File: src/rtl/color_blend_pipe.sv
// Three-stage alpha compositor: multiply, sum with rounding, divide and select.
// A single global stall holds every stage whenever the output is blocked.
module color_blend_pipe #(
    parameter int CW  = 4,
    parameter int NCH = 3,
    parameter int AW  = 3
) (
    input  logic              i_clk,
    input  logic              i_rst,
    input  logic              i_valid,
    output logic              o_ready,
    input  logic [NCH*CW-1:0] i_bg_color,
    input  logic [NCH*CW-1:0] i_fg_color,
    input  logic [AW-1:0]     i_fg_alpha,
    input  logic [1:0]        i_mode,
    output logic              o_valid,
    input  logic              i_ready,
    output logic [NCH*CW-1:0] o_color
);

    localparam int PW = CW + AW + 1;
    localparam int M  = (1 << AW) - 1;
    localparam int XW = NCH * CW;
    localparam int SW = NCH * PW;

    localparam logic [PW-1:0] HALF = PW'(M / 2);
    localparam logic [PW-1:0] DIV  = PW'(M);
    localparam logic [CW-1:0] SAT  = {CW{1'b1}};

    typedef enum logic [1:0] {
        MODE_BLEND = 2'd0,
        MODE_ADD   = 2'd1,
        MODE_FG    = 2'd2,
        MODE_BG    = 2'd3
    } mode_t;

    logic adv;

    logic          s1_valid;
    mode_t         s1_mode;
    logic [XW-1:0] s1_fg;
    logic [XW-1:0] s1_bg;
    logic [SW-1:0] s1_pa;
    logic [SW-1:0] s1_pb;

    logic          s2_valid;
    mode_t         s2_mode;
    logic [XW-1:0] s2_fg;
    logic [XW-1:0] s2_bg;
    logic [SW-1:0] s2_sum;

    logic [AW-1:0] ainv;
    logic [SW-1:0] pa_all;
    logic [SW-1:0] pb_all;
    logic [SW-1:0] sum_all;
    logic [XW-1:0] res_all;

    assign adv     = !o_valid || i_ready;
    assign o_ready = i_rst || adv;
    assign ainv    = AW'(M) - i_fg_alpha;

    for (genvar k = 0; k < NCH; k++) begin : g_ch
        logic [CW-1:0] fg1;
        logic [CW-1:0] bg1;
        logic [CW-1:0] fg2;
        logic [CW-1:0] bg2;
        logic [CW-1:0] q;
        logic [CW:0]   asum;
        logic [PW-1:0] pb_sel;
        logic [CW-1:0] res;

        assign fg1 = i_fg_color[k*CW +: CW];
        assign bg1 = i_bg_color[k*CW +: CW];
        assign fg2 = s2_fg[k*CW +: CW];
        assign bg2 = s2_bg[k*CW +: CW];

        assign pa_all[k*PW +: PW] = PW'(fg1) * PW'(i_fg_alpha);
        assign pb_all[k*PW +: PW] = PW'(bg1) * PW'(ainv);

        // Additive mode rounds only the scaled foreground term
        assign pb_sel = (s1_mode == MODE_BLEND) ?
                        s1_pb[k*PW +: PW] : '0;

        assign sum_all[k*PW +: PW] = s1_pa[k*PW +: PW]
                                   + pb_sel + HALF;

        assign q    = CW'(s2_sum[k*PW +: PW] / DIV);
        assign asum = {1'b0, bg2} + {1'b0, q};

        always_comb begin
            res = '0;
            unique case (1'b1)
                (s2_mode == MODE_BLEND): res = q;
                (s2_mode == MODE_ADD):
                    res = asum[CW] ? SAT : asum[CW-1:0];
                (s2_mode == MODE_FG): res = fg2;
                default: res = bg2;
            endcase
        end

        assign res_all[k*CW +: CW] = res;
    end

    always_ff @(posedge i_clk) begin
        if (i_rst) begin
            s1_valid <= 1'b0;
            s1_mode  <= MODE_BLEND;
            s1_fg    <= '0;
            s1_bg    <= '0;
            s1_pa    <= '0;
            s1_pb    <= '0;
            s2_valid <= 1'b0;
            s2_mode  <= MODE_BLEND;
            s2_fg    <= '0;
            s2_bg    <= '0;
            s2_sum   <= '0;
            o_valid  <= 1'b0;
            o_color  <= '0;
        end else if (adv) begin
            s1_valid <= i_valid;
            s1_mode  <= mode_t'(i_mode);
            s1_fg    <= i_fg_color;
            s1_bg    <= i_bg_color;
            s1_pa    <= pa_all;
            s1_pb    <= pb_all;
            s2_valid <= s1_valid;
            s2_mode  <= s1_mode;
            s2_fg    <= s1_fg;
            s2_bg    <= s1_bg;
            s2_sum   <= sum_all;
            o_valid  <= s2_valid;
            o_color  <= s2_valid ? res_all : '0;
        end
    end

endmodule
File: config.mk
export PLATFORM = sky130hd
export DESIGN_NAME = color_blend_pipe
export DESIGN_NICKNAME = d
export VERILOG_FILES = /design/src/rtl/color_blend_pipe.sv
export SDC_FILE = /design/constraint.sdc
export NUM_CORES = 1
export LEC_CHECK = 0
export CAP_MARGIN = 5
export CORE_MARGIN = 4
export CORE_UTILIZATION = 55
export CTS_CLUSTER_DIAMETER = 150
export DETAILED_ROUTE_END_ITERATION = 16
export PLACE_DENSITY = 0.79
export SLEW_MARGIN = 15
export SYNTH_ARGS = -nofsm -noshare
export SYNTH_HDL_FRONTEND = slang
export SYNTH_SLANG_ARGS = --single-unit
File: constraint.sdc
create_clock -name i_clk -period 7.4 [get_ports i_clk]
set_input_delay 1.48 -clock i_clk [delete_from_list [all_inputs] [get_ports i_clk]]
set_output_delay 1.48 -clock i_clk [all_outputs]
set_load 0.01 [all_outputs]
==> results, run 1 <==
- Summed over all layers, the global routing overflow is 0.
- The endpoint identified for the worst register-to-register timing path is o_color[3].
- The critical path class is in2out.
- Derived from the worst setup path, the maximum achievable clock frequency is 210 MHz.
- The post-synthesis simple-gate area fraction is 0.227.
- The cell repeated most along the worst path is sky130_fd_sc_hd__clkdlybuf4s50_1.
- Of the synthesized area, sequential elements account for 0.282.
- The core area is 16700 sq um.
- The total power per unit cell area is 213 nW/um^2.
- The number of sinks handled by clock tree synthesis is 133.
- The number of antenna violations at the first check in global routing is 0.
- The fraction of layout cells with a size suffix above 1 is 0.0549.
- Across all layers, the routed design uses 8233 vias.
- The summed instance area of the synthesized netlist is 9450 sq um.
- The number of placed I/O pins is 47.
- The critical path data arrival time is 3.28 ns.
- For this run, design rule violations remaining after detail routing come to 0.
- From synthesis to final layout, the design area changed by 11.2%.
- The smallest hold slack is 0.446 ns.
- The transition time at the pin with the least slew margin is 1.02 ns.
- The sequential cell area is 2660 sq um.
- The buffers inserted during post-CTS setup optimization is 0.
- The share of the cycle needed by the critical path after routing is 0.643.
- Input and output buffers added on the ports amount to 46.
- The sum of routed wire length over all layers is 21.5 mm.
- The die covers 19400 sq um.
- The worst max-slew margin expressed relative to the limit is 0.322.
- The number of clock buffers inserted by TritonCTS is 17.
- The adder and majority gate portion of the synthesized area is 0.174.
- In this run the clock root is driven by a sky130_fd_sc_hd__clkbuf_16.
- The element type at the critical path end is a primary output.
- The synthesized area per cell is 7.77 sq um.
- The tool flagged a number of max-cap violations equal to 0.
- The level count of the clock H-tree is 4.
- Of the total synthesized cell area, the portion taken by XOR and XNOR cells is 0.0259.
- Summed over all cells, the static leakage comes to 4.67 nW.
- In this run, the number of DRC markers left after iteration 0 of detailed routing was 714.
- The post-route cell area is 10500 sq um.
- The share of the core filled with cells is 0.630.
- The clock tree from TritonCTS is yes.
- The count of nets left with antenna violations once routing finished came out at 0.
- The CTS clock-pin slew for the worst setup and hold paths is 0.06 ns.
- The die height is 139 um.
- The average vias per placed instance is 5.71.
- The cts-stage hold buffer count is 0.
- The cell area after placement is 9880 sq um.
- The number of warnings printed during yosys synthesis is 0.
- On the worst path, the slowest cell contributes a delay of 0.54 ns.
- Summed over all instances, the cell type with the most area after synthesis is sky130_fd_sc_hd__dfxtp_1.
- Traced cell by cell, the critical path runs through clkdlybuf4s50_1 > nand2b_4 > nor2_1 > buf_4 > inv_1 > clkdlybuf4s50_1.
- The number of different library cells used by synthesis comes to 74.
- By area the synthesized netlist is led by sky130_fd_sc_hd__dfxtp_1 (28%), sky130_fd_sc_hd__ha_1 (12%), sky130_fd_sc_hd__nand2_1 (9.6%), sky130_fd_sc_hd__a21oi_1 (7.1%), sky130_fd_sc_hd__fa_1 (5.1%).
- STA puts the critical path data required time at 5.92 ns.
- The number of inserted diodes is 0.
- The floorplan has 47 rows.
- The synthesized design contains 0 enable-type register cells.
- The largest driver fanout on the critical path is 33.
- The final weighted congestion in routability-driven placement is 0.841.
- The compound-gate portion of the synthesized area came to 0.209.
- The count of pins over their slew limit is 0.
- The final-report hold violation count came to 0.
- The number of global-route vias before repair is 7494.
- The instance count of the mapped netlist is 1217.
- The critical register-to-register path startpoint is s2_sum[4].
- In the final routed layout, each cell accounts on average for 14.9 um.
- The startpoint identified for the worst hold timing path is s1_pb[10].
- In this run the horizontal extent of the chip is 139 um.
- The worst hold path passes through 2 cells.
- Setup repair after global routing left no endpoint under its margin.
- The flow ran to the end, and the final reports show no timing, DRC or antenna violations.
- The number of instances resized during post-cts repair is 0.
- The length of the first detailed-routing pass in iterations is 5.
- The class of the most critical hold timing path is reg2reg.
- The share of flip-flops with an asynchronous set or reset after synthesis is 0.
- The count of state elements after synthesis is 133.
- For this configuration, the core starts out at a cell density of 0.566.
- STA classifies the critical path startpoint as a primary input.
- The detailed placement HPWL is 14.9 mm.
- In the synthesized netlist the dominant register cell turns out to be sky130_fd_sc_hd__dfxtp_1.
- Entering global routing, the biggest net connects 113 pins.
- The worst register-to-register path has a setup slack of 2.97 ns.
- The number of nets in the final layout is 1355.
- Measured in cells, the most critical reg-to-reg path has a length of 16.
- The fraction of synthesized cell area taken by the top area cell type is 0.282.
- The layout has 1470 filler cells.
- In the final layout, the multi-input gates occupy 6170 sq um.
- The clock reaches the later pin of the worst-skew pair after 0.42 ns.
- The portion of netlist area occupied by mux cells is 0.0150.
- For hold timing, the worst endpoint is s1_pb[10].
- Total power for the finished layout comes to 2.24 mW.
- Adding up every negative setup slack in the final design gives 0 ns.
- For this run, the total global-route usage over all layers was measured as 0.222.
- The worst clock skew on the final layout is 0.00650 ns.
- The peak supply drop is 0.000196 V.
- The minimum clock period is 4.76 ns.
- The main combinational cell family by area after synthesis is simple AND/OR/NAND/NOR gates.
- In this run the deepest clock path goes through 2 buffers.
- For this design, the slowest cell found on the critical path is sky130_fd_sc_hd__clkdlybuf4s50_1.
- The number of nets in the synthesized netlist is 1364.
- Setup violations remaining at the end of the flow were counted as 0.
- The wire length of the first global-routing pass is 36.2 mm.
[synth_stat cells (all sizes together), types with 5 or more instances]
cell type / number
mux2: 5
nor3: 14
a211oi: 25
buf: 28
a221oi: 7
ha: 90
fa: 24
nand3: 12
clkbuf: 54
a31oi: 6
nand3b: 7
dfxtp: 133
o21a: 9
nor2b: 43
nor2: 54
nand2: 244
o211ai: 8
o21ai: 56
a21oi: 134
xnor2: 16
and3: 5
a21boi: 5
and2: 40
nand2b: 20
a22o: 8
a21o: 27
xor2: 12
or2: 5
inv: 71
[critical path, delay by kind of cell]
family        cells  cell delay, ns
buf+inv           4            1.33
simple gates      2            0.47
[registers in the layout, indices dropped and copies added, names as in the netlist, 2 cells and up]
name,count
o_color,12
s2_bg,12
s2_fg,12
s1_pa,21
s2_sum,24
s1_fg,12
s1_pb,21
s1_mode,2
s1_bg,12
s2_mode,2
[power by group]
part,internal (mW),switching [mW]
registers,0.772,0.0865
clock network,0.543,0.330
logic,0.236,0.276
[logic make-up (layout without fill, tap and decap cells)]
| family | Yosys count | count (layout) |
|---|---|---|
| and+or+nand+nor | 459 | 459 |
| AOI/OAI and AO/OA | 315 | 315 |
| buffers and inverters | 153 | 157 |
| DFF | 133 | 133 |
| adders and majority gates | 118 | 118 |
| xor gates and xnor gates | 28 | 28 |
| muxes | 11 | 11 |
[worst max-delay path by stage]
| stage | from | end | cells past startpoint |
|---|---|---|---|
| after floorplan | i_ready | o_ready | 4 |
| after global placement | i_ready | o_ready | 6 |
| after detailed placement | i_ready | o_ready | 6 |
| after CTS | i_ready | o_ready | 6 |
| after global routing | i_ready | o_ready | 6 |
| final | i_ready | o_ready | 6 |
[cells in the final DEF (no fill, tap or decap), types with 4 or more instances in the layout]
cell type and instances:
sky130_fd_sc_hd__nand2_1 241, sky130_fd_sc_hd__a21oi_1 134, sky130_fd_sc_hd__dfxtp_1 133, sky130_fd_sc_hd__ha_1 90, sky130_fd_sc_hd__inv_1 71, sky130_fd_sc_hd__nor2_1 54, sky130_fd_sc_hd__o21ai_0 48, sky130_fd_sc_hd__clkdlybuf4s50_1 45
sky130_fd_sc_hd__nor2b_1 42, sky130_fd_sc_hd__and2_1 39, sky130_fd_sc_hd__a21o_1 27, sky130_fd_sc_hd__a211oi_1 24, sky130_fd_sc_hd__fa_1 24, sky130_fd_sc_hd__nand2b_1 19, sky130_fd_sc_hd__clkbuf_16 17, sky130_fd_sc_hd__xnor2_1 16
sky130_fd_sc_hd__nor3_1 13, sky130_fd_sc_hd__xor2_1 12, sky130_fd_sc_hd__nand3_1 12, sky130_fd_sc_hd__o21a_1 9, sky130_fd_sc_hd__a22o_1 8, sky130_fd_sc_hd__o21ai_1 8, sky130_fd_sc_hd__buf_4 8, sky130_fd_sc_hd__nand3b_1 7
sky130_fd_sc_hd__a221oi_1 6, sky130_fd_sc_hd__a31oi_1 5, sky130_fd_sc_hd__and3_1 5, sky130_fd_sc_hd__o211ai_1 5, sky130_fd_sc_hd__mux2_2 5, sky130_fd_sc_hd__a21boi_0 4, sky130_fd_sc_hd__o22ai_1 4, sky130_fd_sc_hd__mux2i_1 4
sky130_fd_sc_hd__inv_6 4
[metrics by stage]
| stage | setup slack (ns) | std cells |
|---|---|---|
| finish | 2.64 | 1441 |
| global route | 2.52 | 1441 |
| CTS | 2.64 | 1440 |
| detailed placement | 2.65 | 1408 |
| global placement | 2.65 | 1408 |
| floorplan | 3.64 | 1217 |
[final cells by class]
type / count / area share
Clock inverter: 14 / 0.0165
Timing Repair Buffer: 54 / 0.0504
Sequential cell: 133 / 0.253
Tap cell: 220 / 0.0262
Inverter: 71 / 0.0253
Multi-Input combinational cell: 931 / 0.587
Clock buffer: 18 / 0.0418
[layer usage]
| layer | wire length (um) | track usage |
|---|---|---|
| met1 | 10500 | 0.325 |
| met2 | 9560 | 0.339 |
| met3 | 990 | 0.0359 |
| met4 | 384 | 0.0639 |
| met5 | 0 | 0 |
Power figures use the tool's default switching activity.
==> run 2, diff against run 1 <==
==> constraint.sdc (replaced) <==
create_clock -name i_clk -period 4.43 [get_ports i_clk]
set_input_delay 0.886 -clock i_clk [delete_from_list [all_inputs] [get_ports i_clk]]
set_output_delay 0.886 -clock i_clk [all_outputs]
set_load 0.01 [all_outputs]
==> run 2 against run 1 <==
  * Routed wire length grew 1.9%
  * Worst setup slack lost 2.2 ns
  * Hold slack gained 0.00087 ns
  * Clock skew shrank 0.0010 ns
  * Critical path type is now reg2reg
==> results, run 2 (synthesized netlist as in run 1, its figures left out) <==
- The flow ran to the end, and the final reports show no timing, DRC or antenna violations.
- At the later pin of the worst-skew pair, clock insertion delay measures 0.41 ns.
- The number of antenna violations at the first check in global routing is 0.
- The remaining global-route overflow is 0.
- The clock period could shrink to 4.02 ns.
- For this run, the top clock speed supported by timing is 249 MHz.
- The transition time at the pin with the least slew margin is 1.07 ns.
- In this run the register-to-register setup slack is 0.41 ns.
- Of the total power, the share spent switching nets is 0.290.
- The starting density of the core is 0.566.
- Buffers added to address setup during post-CTS repair amount to 0.
- Entering global routing, the biggest net connects 123 pins.
- The worst path meets setup with 0.411 ns of slack.
- Across all hold checks on the routed design, the worst slack comes to 0.447 ns.
- The register with the most flip-flops in the layout has 24 of them.
- The count of pins over their slew limit is 0.
- The core area is 16700 sq um.
- The element type at the critical path end is a flop.
- The length of the first detailed-routing pass in iterations is 5.
- The class of the most critical hold timing path is reg2reg.
- Along the worst path, the maximum fanout reaches 23.
- The via count of the routed design is 8239.
- The worst clock skew on the final layout is 0.00549 ns.
- The cell area after placement is 9980 sq um.
- The number of clock buffers inserted by TritonCTS is 17.
- The number of DRC violations after detailed-routing iteration 0 is 648.
- Clock-pin slew was measured on the worst setup and hold paths at 0.06 ns.
- The number of inserted diodes is 0.
- The max-capacitance violation count is 0.
- Power spread over the standard cell area amounts to 364 nW/um^2.
- TritonCTS built the clock tree.
- The endpoint of the worst register-to-register path is o_color[3].
- The share of total power dissipated in combinational logic is 0.228.
- Detailed placement ended at an HPWL of 15.1 mm.
- The count of buffers from port buffering is 46.
- Setup violations remaining at the end of the flow were counted as 0.
- The number of nets in the final layout is 1365.
- Setup repair after global routing left no endpoint under its margin.
- The final-report hold violation count is 0.
- The share of power burned in registers is 0.366.
- The number of core rows is 47.
- In the finished design, the share of the clock period the worst path needs comes to 0.907.
- The number of placed I/O pins is 47.
- The tree built by TritonCTS fans out to 133 sinks.
- In the layout the commonest cells are sky130_fd_sc_hd__nand2_1 (241), sky130_fd_sc_hd__a21oi_1 (134), sky130_fd_sc_hd__dfxtp_1 (133).
- Of the total power, the clock network draws 0.406.
- The number of gates resized after CTS was 0.
- For this run, design rule violations remaining after detail routing come to 0.
- For the worst setup path, the data required time is 4.73 ns.
- The power spent charging and discharging nets is 1.12 mW.
- The peak supply drop is 0.000275 V.
- The library cell used most frequently in the layout, excluding fill and tap cells, is sky130_fd_sc_hd__nand2_1.
- The number of global-route vias before repair is 7743.
- The number of cells on the worst hold path is 2.
- The endpoint of the worst hold path is s1_pb[21].
- Power comes to 3.87 mW.
- The wire length per cell is 15.1 um.
- The launching element type of the critical path is a flop.
- The congestion estimate from routability-driven global placement came to 0.853.
- The critical path data arrival time is 4.32 ns.
- The average vias per placed instance is 5.68.
- The root buffer selected by CTS is sky130_fd_sc_hd__clkbuf_16.
- The worst pin sits at a relative slew slack of 0.287.
- In this run the static leakage power is 4.74 nW.
- The register with the most flip-flops is s2_sum.
- The worst register-to-register path has a depth of 15.
- The post-route cell area is 10600 sq um.
- The signed area change from the synthesized netlist to the final layout is 12.5%.
- The largest registers in the layout are s2_sum (24), s1_pa (21), s1_pb (21).
- The level count of the clock H-tree is 4.
- The worst hold path startpoint is s1_pb[21].
- The internal power of the cells totals 2.75 mW.
- The wire length of the first global-routing pass is 37.4 mm.
- The die height is 139 um.
- In the global route stage, overall resource usage came out at 0.230.
- No sink is reached through more buffers than the 2 on the longest clock path.
- The floorplan die width is 139 um.
- The worst setup slack after placement is 0.422 ns.
- Adding up every negative setup slack in the final design gives 0 ns.
- After detailed routing, the total wire length is 21.9 mm.
- In this run the critical register-to-register path is launched from s2_sum[5].
- The die covers 19400 sq um.
- The remaining antenna violation count after routing is 0.
- The critical path class is reg2reg.
- In this run, post-CTS hold repair placed 0 buffers.
- In the final layout, the share of cells above drive strength 1 is 0.0610.
[run 2: changes by cell type in the layout (fill, tap and decap cells not counted), sizes merged]
cell and delta:
clkinvlp -1, bufinv +3, clkinv +2, inv -5, buf +10
[run 2: final cells by class]
class	instances	area [sq um]
Timing Repair Buffer	64	606
Tap cell	220	275
Fill cell	1460	6060
Clock buffer	18	429
Inverter	71	267
Sequential cell	133	2660
Clock inverter	13	231
Multi-Input combinational cell	931	6170
[run 2: per-layer routing]
metal	up-vias	wire, um	track usage	part of all wire
li1	4132	-	-	-
met5	-	0	0	0
met2	214	9980	0.359	0.46
met4	0	458	0.0700	0.021
met3	31	984	0.0362	0.045
met1	3862	10400	0.329	0.48
[run 2: worst max-delay path, stage by stage (launching register included)]
cell and delay (ns):
sky130_fd_sc_hd__dfxtp_1 0.73, sky130_fd_sc_hd__nor2_1 0.11, sky130_fd_sc_hd__o21ba_1 0.20, sky130_fd_sc_hd__a211oi_2 0.30, sky130_fd_sc_hd__inv_1 0.08, sky130_fd_sc_hd__ha_1 0.27, sky130_fd_sc_hd__and3_1 0.18, sky130_fd_sc_hd__o2bb2ai_1 0.17
sky130_fd_sc_hd__o31ai_1 0.10, sky130_fd_sc_hd__ha_1 0.22, sky130_fd_sc_hd__fa_1 0.40, sky130_fd_sc_hd__a21o_1 0.19, sky130_fd_sc_hd__a21o_1 0.20, sky130_fd_sc_hd__nand2b_1 0.14, sky130_fd_sc_hd__mux4_2 0.43, sky130_fd_sc_hd__a22o_1 0.20
[run 2: how the worst max path moves through the flow]
| stage | depth (start not counted) | startpoint | slack (ns) | to |
|---|---|---|---|---|
| 2_1_floorplan | 17 | s2_sum[7] | 0.70 | o_color[3] |
| 3_3_place_gp | 15 | s2_sum[5] | 0.46 | o_color[3] |
| 3_5_place_dp | 15 | s2_sum[5] | 0.42 | o_color[3] |
| 4_1_cts | 15 | s2_sum[5] | 0.41 | o_color[3] |
| 5_1_grt | 16 | s2_sum[15] | 0.11 | o_color[6] |
| 6_report | 15 | s2_sum[5] | 0.41 | o_color[3] |
[run 2: power groups by stage]
stage / Sequential (mW) / Clock [mW] / Combinational (mW)
floorplan: 1.36 / 0 / 0.730
global placement: 1.43 / 0 / 0.842
detailed placement: 1.44 / 0 / 0.864
CTS: 1.42 / 1.59 / 0.882
global route: 1.44 / 1.64 / 1.00
finish: 1.42 / 1.57 / 0.882
[run 2: stage by stage]
step | utilization | std cells
finish | 0.637 | 1450
floorplan | - | 1217
global route | 0.637 | 1450
CTS | 0.637 | 1450
global placement | 0.597 | 1419
detailed placement | 0.597 | 1419
